File: src/rtl/ro_pair_compare.sv
// Ring-oscillator pair comparator: measures two mux-selected oscillators and emits one PUF response bit.
// Latency: done pulses 2*(SETTLE+WINDOW)+2 cycles after the accepted start edge.
// Backpressure: none; start is only honoured in IDLE and is ignored while a measurement runs.
// Optional feature macro: RO_CMP_TIE_FLAG_EN adds a registered 'tie' output (count_a == count_b).
module ro_pair_compare #(
  parameter int WINDOW = 1024,
  parameter int SETTLE = 4,
  parameter int CNT_W  = 16
) (
  input  logic             clk,
  input  logic             rst,
  input  logic             start,
  input  logic [7:0]       challenge,
  input  logic             ro_in,
  output logic [3:0]       sel,
  output logic             busy,
  output logic             done,
  output logic             response,
  output logic [CNT_W-1:0] count_a,
  output logic [CNT_W-1:0] count_b
`ifdef RO_CMP_TIE_FLAG_EN
  ,
  output logic             tie
`endif
);

  localparam int MAXLEN = (WINDOW > SETTLE) ? WINDOW : SETTLE;
  localparam int TW     = $clog2(MAXLEN + 1);
  localparam logic [TW-1:0]    WIN_M1 = TW'(WINDOW - 1);
  localparam logic [TW-1:0]    SET_M1 = TW'(SETTLE - 1);
  localparam logic [CNT_W-1:0] CMAX   = '1;

  typedef enum logic [2:0] {
    S_IDLE, S_SETTLE_A, S_COUNT_A, S_SETTLE_B, S_COUNT_B, S_COMPARE, S_DONE
  } state_t;

  state_t           state;
  logic [TW-1:0]    timer;
  logic [3:0]       chal_b;
  logic [CNT_W-1:0] cnt_a;
  logic [CNT_W-1:0] cnt_b;
  logic             s1, s2, s3;
  logic             edge_p;

  // Two-flop synchronizer for the asynchronous oscillator, plus a delay flop for edge detection.
  always_ff @(posedge clk) begin
    if (rst) begin
      s1 <= 1'b0;
      s2 <= 1'b0;
      s3 <= 1'b0;
    end else begin
      s1 <= ro_in;
      s2 <= s1;
      s3 <= s2;
    end
  end

  assign edge_p = s2 & ~s3;

  // Measurement sequencer: settle/count A, settle/count B, compare, then a one-cycle done pulse.
  always_ff @(posedge clk) begin
    if (rst) begin
      state    <= S_IDLE;
      timer    <= '0;
      chal_b   <= '0;
      cnt_a    <= '0;
      cnt_b    <= '0;
      sel      <= '0;
      busy     <= 1'b0;
      done     <= 1'b0;
      response <= 1'b0;
      count_a  <= '0;
      count_b  <= '0;
`ifdef RO_CMP_TIE_FLAG_EN
      tie      <= 1'b0;
`endif
    end else begin
      case (state)
        S_IDLE: begin
          if (start) begin
            chal_b <= challenge[3:0];
            sel    <= challenge[7:4];
            cnt_a  <= '0;
            timer  <= SET_M1;
            busy   <= 1'b1;
            state  <= S_SETTLE_A;
          end
        end
        S_SETTLE_A: begin
          if (timer == '0) begin
            timer <= WIN_M1;
            state <= S_COUNT_A;
          end else begin
            timer <= timer - 1'b1;
          end
        end
        S_COUNT_A: begin
          if (edge_p && (cnt_a != CMAX)) cnt_a <= cnt_a + 1'b1;
          if (timer == '0) begin
            // Switch the mux now; SETTLE >= 3 flushes stale samples of A out of the synchronizer.
            sel   <= chal_b;
            cnt_b <= '0;
            timer <= SET_M1;
            state <= S_SETTLE_B;
          end else begin
            timer <= timer - 1'b1;
          end
        end
        S_SETTLE_B: begin
          if (timer == '0) begin
            timer <= WIN_M1;
            state <= S_COUNT_B;
          end else begin
            timer <= timer - 1'b1;
          end
        end
        S_COUNT_B: begin
          if (edge_p && (cnt_b != CMAX)) cnt_b <= cnt_b + 1'b1;
          if (timer == '0) begin
            state <= S_COMPARE;
          end else begin
            timer <= timer - 1'b1;
          end
        end
        S_COMPARE: begin
          response <= (cnt_a > cnt_b);
          count_a  <= cnt_a;
          count_b  <= cnt_b;
`ifdef RO_CMP_TIE_FLAG_EN
          tie      <= (cnt_a == cnt_b);
`endif
          done     <= 1'b1;
          state    <= S_DONE;
        end
        S_DONE: begin
          done  <= 1'b0;
          busy  <= 1'b0;
          state <= S_IDLE;
        end
        default: begin
          done  <= 1'b0;
          busy  <= 1'b0;
          state <= S_IDLE;
        end
      endcase
    end
  end

endmodule

File: config.mk
export PLATFORM = sky130hd
export DESIGN_NAME = ro_pair_compare
export DESIGN_NICKNAME = d
export VERILOG_FILES = /design/src/rtl/ro_pair_compare.sv
export SDC_FILE = /design/constraint.sdc
export NUM_CORES = 1
export LEC_CHECK = 0
export BUFFER_PORTS_ARGS = -buffer_cell sky130_fd_sc_hd__buf_2
export CAP_MARGIN = 40
export CELL_PAD_IN_SITES_DETAIL_PLACEMENT = 0
export CELL_PAD_IN_SITES_GLOBAL_PLACEMENT = 1
export CORE_MARGIN = 3
export CORE_UTILIZATION = 44
export CTS_CLUSTER_DIAMETER = 150
export DETAILED_ROUTE_END_ITERATION = 10
export HOLD_SLACK_MARGIN = 0.08
export PLACE_DENSITY = 0.85
export SYNTH_ARGS = -nofsm -noshare
export SYNTH_HDL_FRONTEND = slang
export SYNTH_SLANG_ARGS = --single-unit
export TNS_END_PERCENT = 20
File: constraint.sdc
create_clock -name clk -period 2.5 [get_ports clk]
set_clock_uncertainty 0.05 [all_clocks]
set_input_delay 0.125 -clock clk [delete_from_list [all_inputs] [get_ports clk]]
set_output_delay 0.125 -clock clk [all_outputs]
set_load 0.03 [all_outputs]
==> flow_summary.toml <==
[synth]
yosysUniqueCellTypes = 57
synthSimpleGateAreaFrac_pct = 27.9
ys_top_cells_by_count = "92 x dfxtp_1, 88 x nand2_1, 55 x a21oi_1"
yosys-top-cells-area = "dfxtp_1 41%, nand2_1 7.3%, a21oi_1 6.1%"
synth-seq-cells = 92
synthXorXnorAreaFrac_pct = 4.87
syn_nets = 568
yosys_warnings = 0
ys.flop_type = "dfxtp_1"
synth_compound_area_share_pct = 13.9
yosysTopAreaCellShare_pct = 41.0
yosysTopAreaCell = "dfxtp_1"
synth_area_per_cell_sq_um = 8.39
synth_edf_count = 0
seq_area_frac_synth_pct = 41.0
synth_area_sq_um = 4500
synth_fa_ha_area_share_pct = 5.57
synth_top_family_by_area = "simple AND/OR/NAND/NOR gates"
muxShareOfSynthArea_pct = 2.37
synth_most_common_cell = "dfxtp_1"
syn_inst = 536
ys_async_sr_fraction_pct = 0

[finish]
finalNetCount = 622
area_growth_pct = 14.0
design_area_sq_um = 5120
fill_cells = 953
layout-drive-gt1-share_pct = 15.6
diodes = 0

[floorplan]
die_h_um = 107
core_sq_um = 9860
die_w_um = 107
initial_core_util_pct = 45.6
rows = 36
dieArea_sq_um = 11500
io_pins = 51

[grt]
grt.met1_usage_pct = 25.7
use_met2_pct = 31.3
grt_pass1_vias = 3716
grtUsageTotal_pct = 19.2
grt_pass1_wl_um = 17900
antenna_found_initial = 0
grt_busiest_layer = "met2"
grt_max_degree = 35
grt_use_met3_pct = 3.49
grt_overflow = 0

[pwr]
combPwrFrac_pct = 28.1
internal-power_mw = 2.34
finalPower_mw = 3.66
ir_worst_vdd_mv = 0.468
p_leak_nw = 1.85
p_per_area_nw_per_um2 = 714
p_sw_mw = 1.31
p_seq_share_pct = 46.9
p_clk_share_pct = 25.0
switching_share_pct = 36.0

[routing]
vias_per_cell = 5.40
dr.pass1.iters = 4
drc = 0
wl_per_cell_um = 14.3
wirelength_um = 10400
drt_iter0_markers = 214
ant_nets = 0
vias = 3932

[setup_path]
critPathMaxStageDelay_ns = 0.61
crit_end = "cnt_a[0]"
startpoint = "cnt_a[1]"
timing.rr.start = "cnt_a[1]"
r2r_cells = 6
worstPathRequired_ns = 2.69
crit_path_start_kind = "flop"
crit_chain = "ha_1, nand3_1, nor4b_2, nor2_1, xnor2_1, nor2_1"
reg2reg_to = "cnt_a[0]"
crit_fanout = 8
worstSetupEndpointType = "flop"
arrival_ns = 2.36
worstSetupPathType = "flop to flop"
critical-path-slowest-cell = "nor4b_2"
r2r_slack_ns = 0.33
cpMostUsedCell = "nor2_1"

[placement]
dp_hpwl_um = 7540
placed_area_sq_um = 4860
dp_slack_ns = 0.373
gp_congestion = 0.875
port_buffers = 50

[sta]
setup_ws_ns = 0.335
fmax_mhz = 462
maxSlewHeadroom_pct = 60.9
fin_crit_sh_pct = 86.6
hold_viol = 0
final-setup-viol-count = 0
finalSetupTns_ns = 0
worstMarginPinSlew_ns = 0.585
slew_violations = 0
fin_crit_ns = 2.17
rsz0062_at_grt = "false"

[clocking]
h-tree-depth = 3
clk_pin_slew_ns = 0.09
clk_latency_ns = 0.36
cts_buffers = 9
clockBufferDepth = 2
cts_tree = "built"
cts_setup_buffers = 0
cts_root_buffer = "clkbuf_8"
cts.sinks = 92

[run_status]
status = "finished clean"

[min_path]
hold_class = "primary input to flop"

[run]
drv_cap = 0
## state kept, by name (all words and copies together) (netlist names)
| register | count |
|---|---|
| state | 3 |
| s3 | 1 |
| cnt_b | 16 |
| s1 | 1 |
| sel | 4 |
| count_a | 16 |
| count_b | 16 |
| response | 1 |
| busy | 1 |
| s2 | 1 |
| done | 1 |
| chal_b | 4 |
| timer | 11 |
| cnt_a | 16 |
## metal layers
layer  up-vias  routed length, um  share of wire, %
met5         -                  0                 0
met4         0                181               1.7
met3        16                382               3.7
met2        83               4890                47
met1      1836               4960                48
li1       1997                  -                 -
## metrics by stage
step,instances,hold slack (ns),util (%)
global placement,703,0.290,49.3
detailed placement,703,0.315,49.3
finish,728,0.122,52.0
CTS,728,0.105,52.0
floorplan,536,0.203,-
global route,728,0.196,52.0
## how the worst min path moves through the flow
| stage | from | cells after the start | endpoint | slack [ns] |
|---|---|---|---|---|
| finish | start | 5 | busy | 0.12 |
| global route | start | 5 | busy | 0.20 |
| CTS | start | 5 | busy | 0.10 |
| detailed placement | ro_in | 2 | s1 | 0.31 |
| global placement | ro_in | 2 | s1 | 0.29 |
| floorplan | ro_in | 1 | s1 | 0.20 |
## logic make-up (layout without fill, tap and decap cells)
group           Yosys count  after routing
flops                    92             92
simple gates            242            242
compound gates          101            101
fa+ha+maj                20             20
buf+inv                  46            105
xor+xnor                 25             25
mux                      10             10
## cell type report
class	instances	area, sq um	share of cell area, %
clock buffers	10	128	2.49
clock inverters	6	48.8	0.952
flip-flops and latches	92	1840	35.9
inverters	21	78.8	1.54
well taps	133	166	3.25
multi-input cells	398	2450	47.9
repair buffers	68	408	7.96
## worst max-delay path, delay by kind of cell, from the launching register on
kind	cells	cell delay, ns
adder cells (fa/ha/maj)	1	0.25
XOR/XNOR	1	0.18
AND/OR/NAND/NOR	4	1.10
flip-flops	1	0.47
## power groups by stage
stage | Sequential [mW] | Combinational [mW] | Clock (mW)
floorplan | 1.73 | 0.805 | 0
global placement | 1.74 | 0.982 | 0
detailed placement | 1.75 | 1.01 | 0
CTS | 1.72 | 1.03 | 0.944
global route | 1.74 | 1.15 | 1.00
finish | 1.72 | 1.03 | 0.913
## layout by cell type, fill, tap and decap left out, drive strengths merged, types with 3 or more instances in the layout
cell         count
and4             4
a31oi            5
nor3            16
ha              20
a21o             3
nor3b            3
o21ai            7
mux2i            8
a21oi           56
dlygate4sd3      9
clkinvlp         3
dfxtp           92
xnor2           25
inv             22
nand2           89
nor4b            6
a211oi          12
nor4            17
o21a             3
or3              4
clkbuf          10
o31ai            4
nor2            52
buf             59
nor2b            7
nand4           16
nand3           17
## repair_timing
action                     CTS  global route
resized for setup            0             0
hold endpoints to repair     9             0
hold buffers                 9             0
setup endpoints to repair    0             0
(Power assumes the default switching activity.)
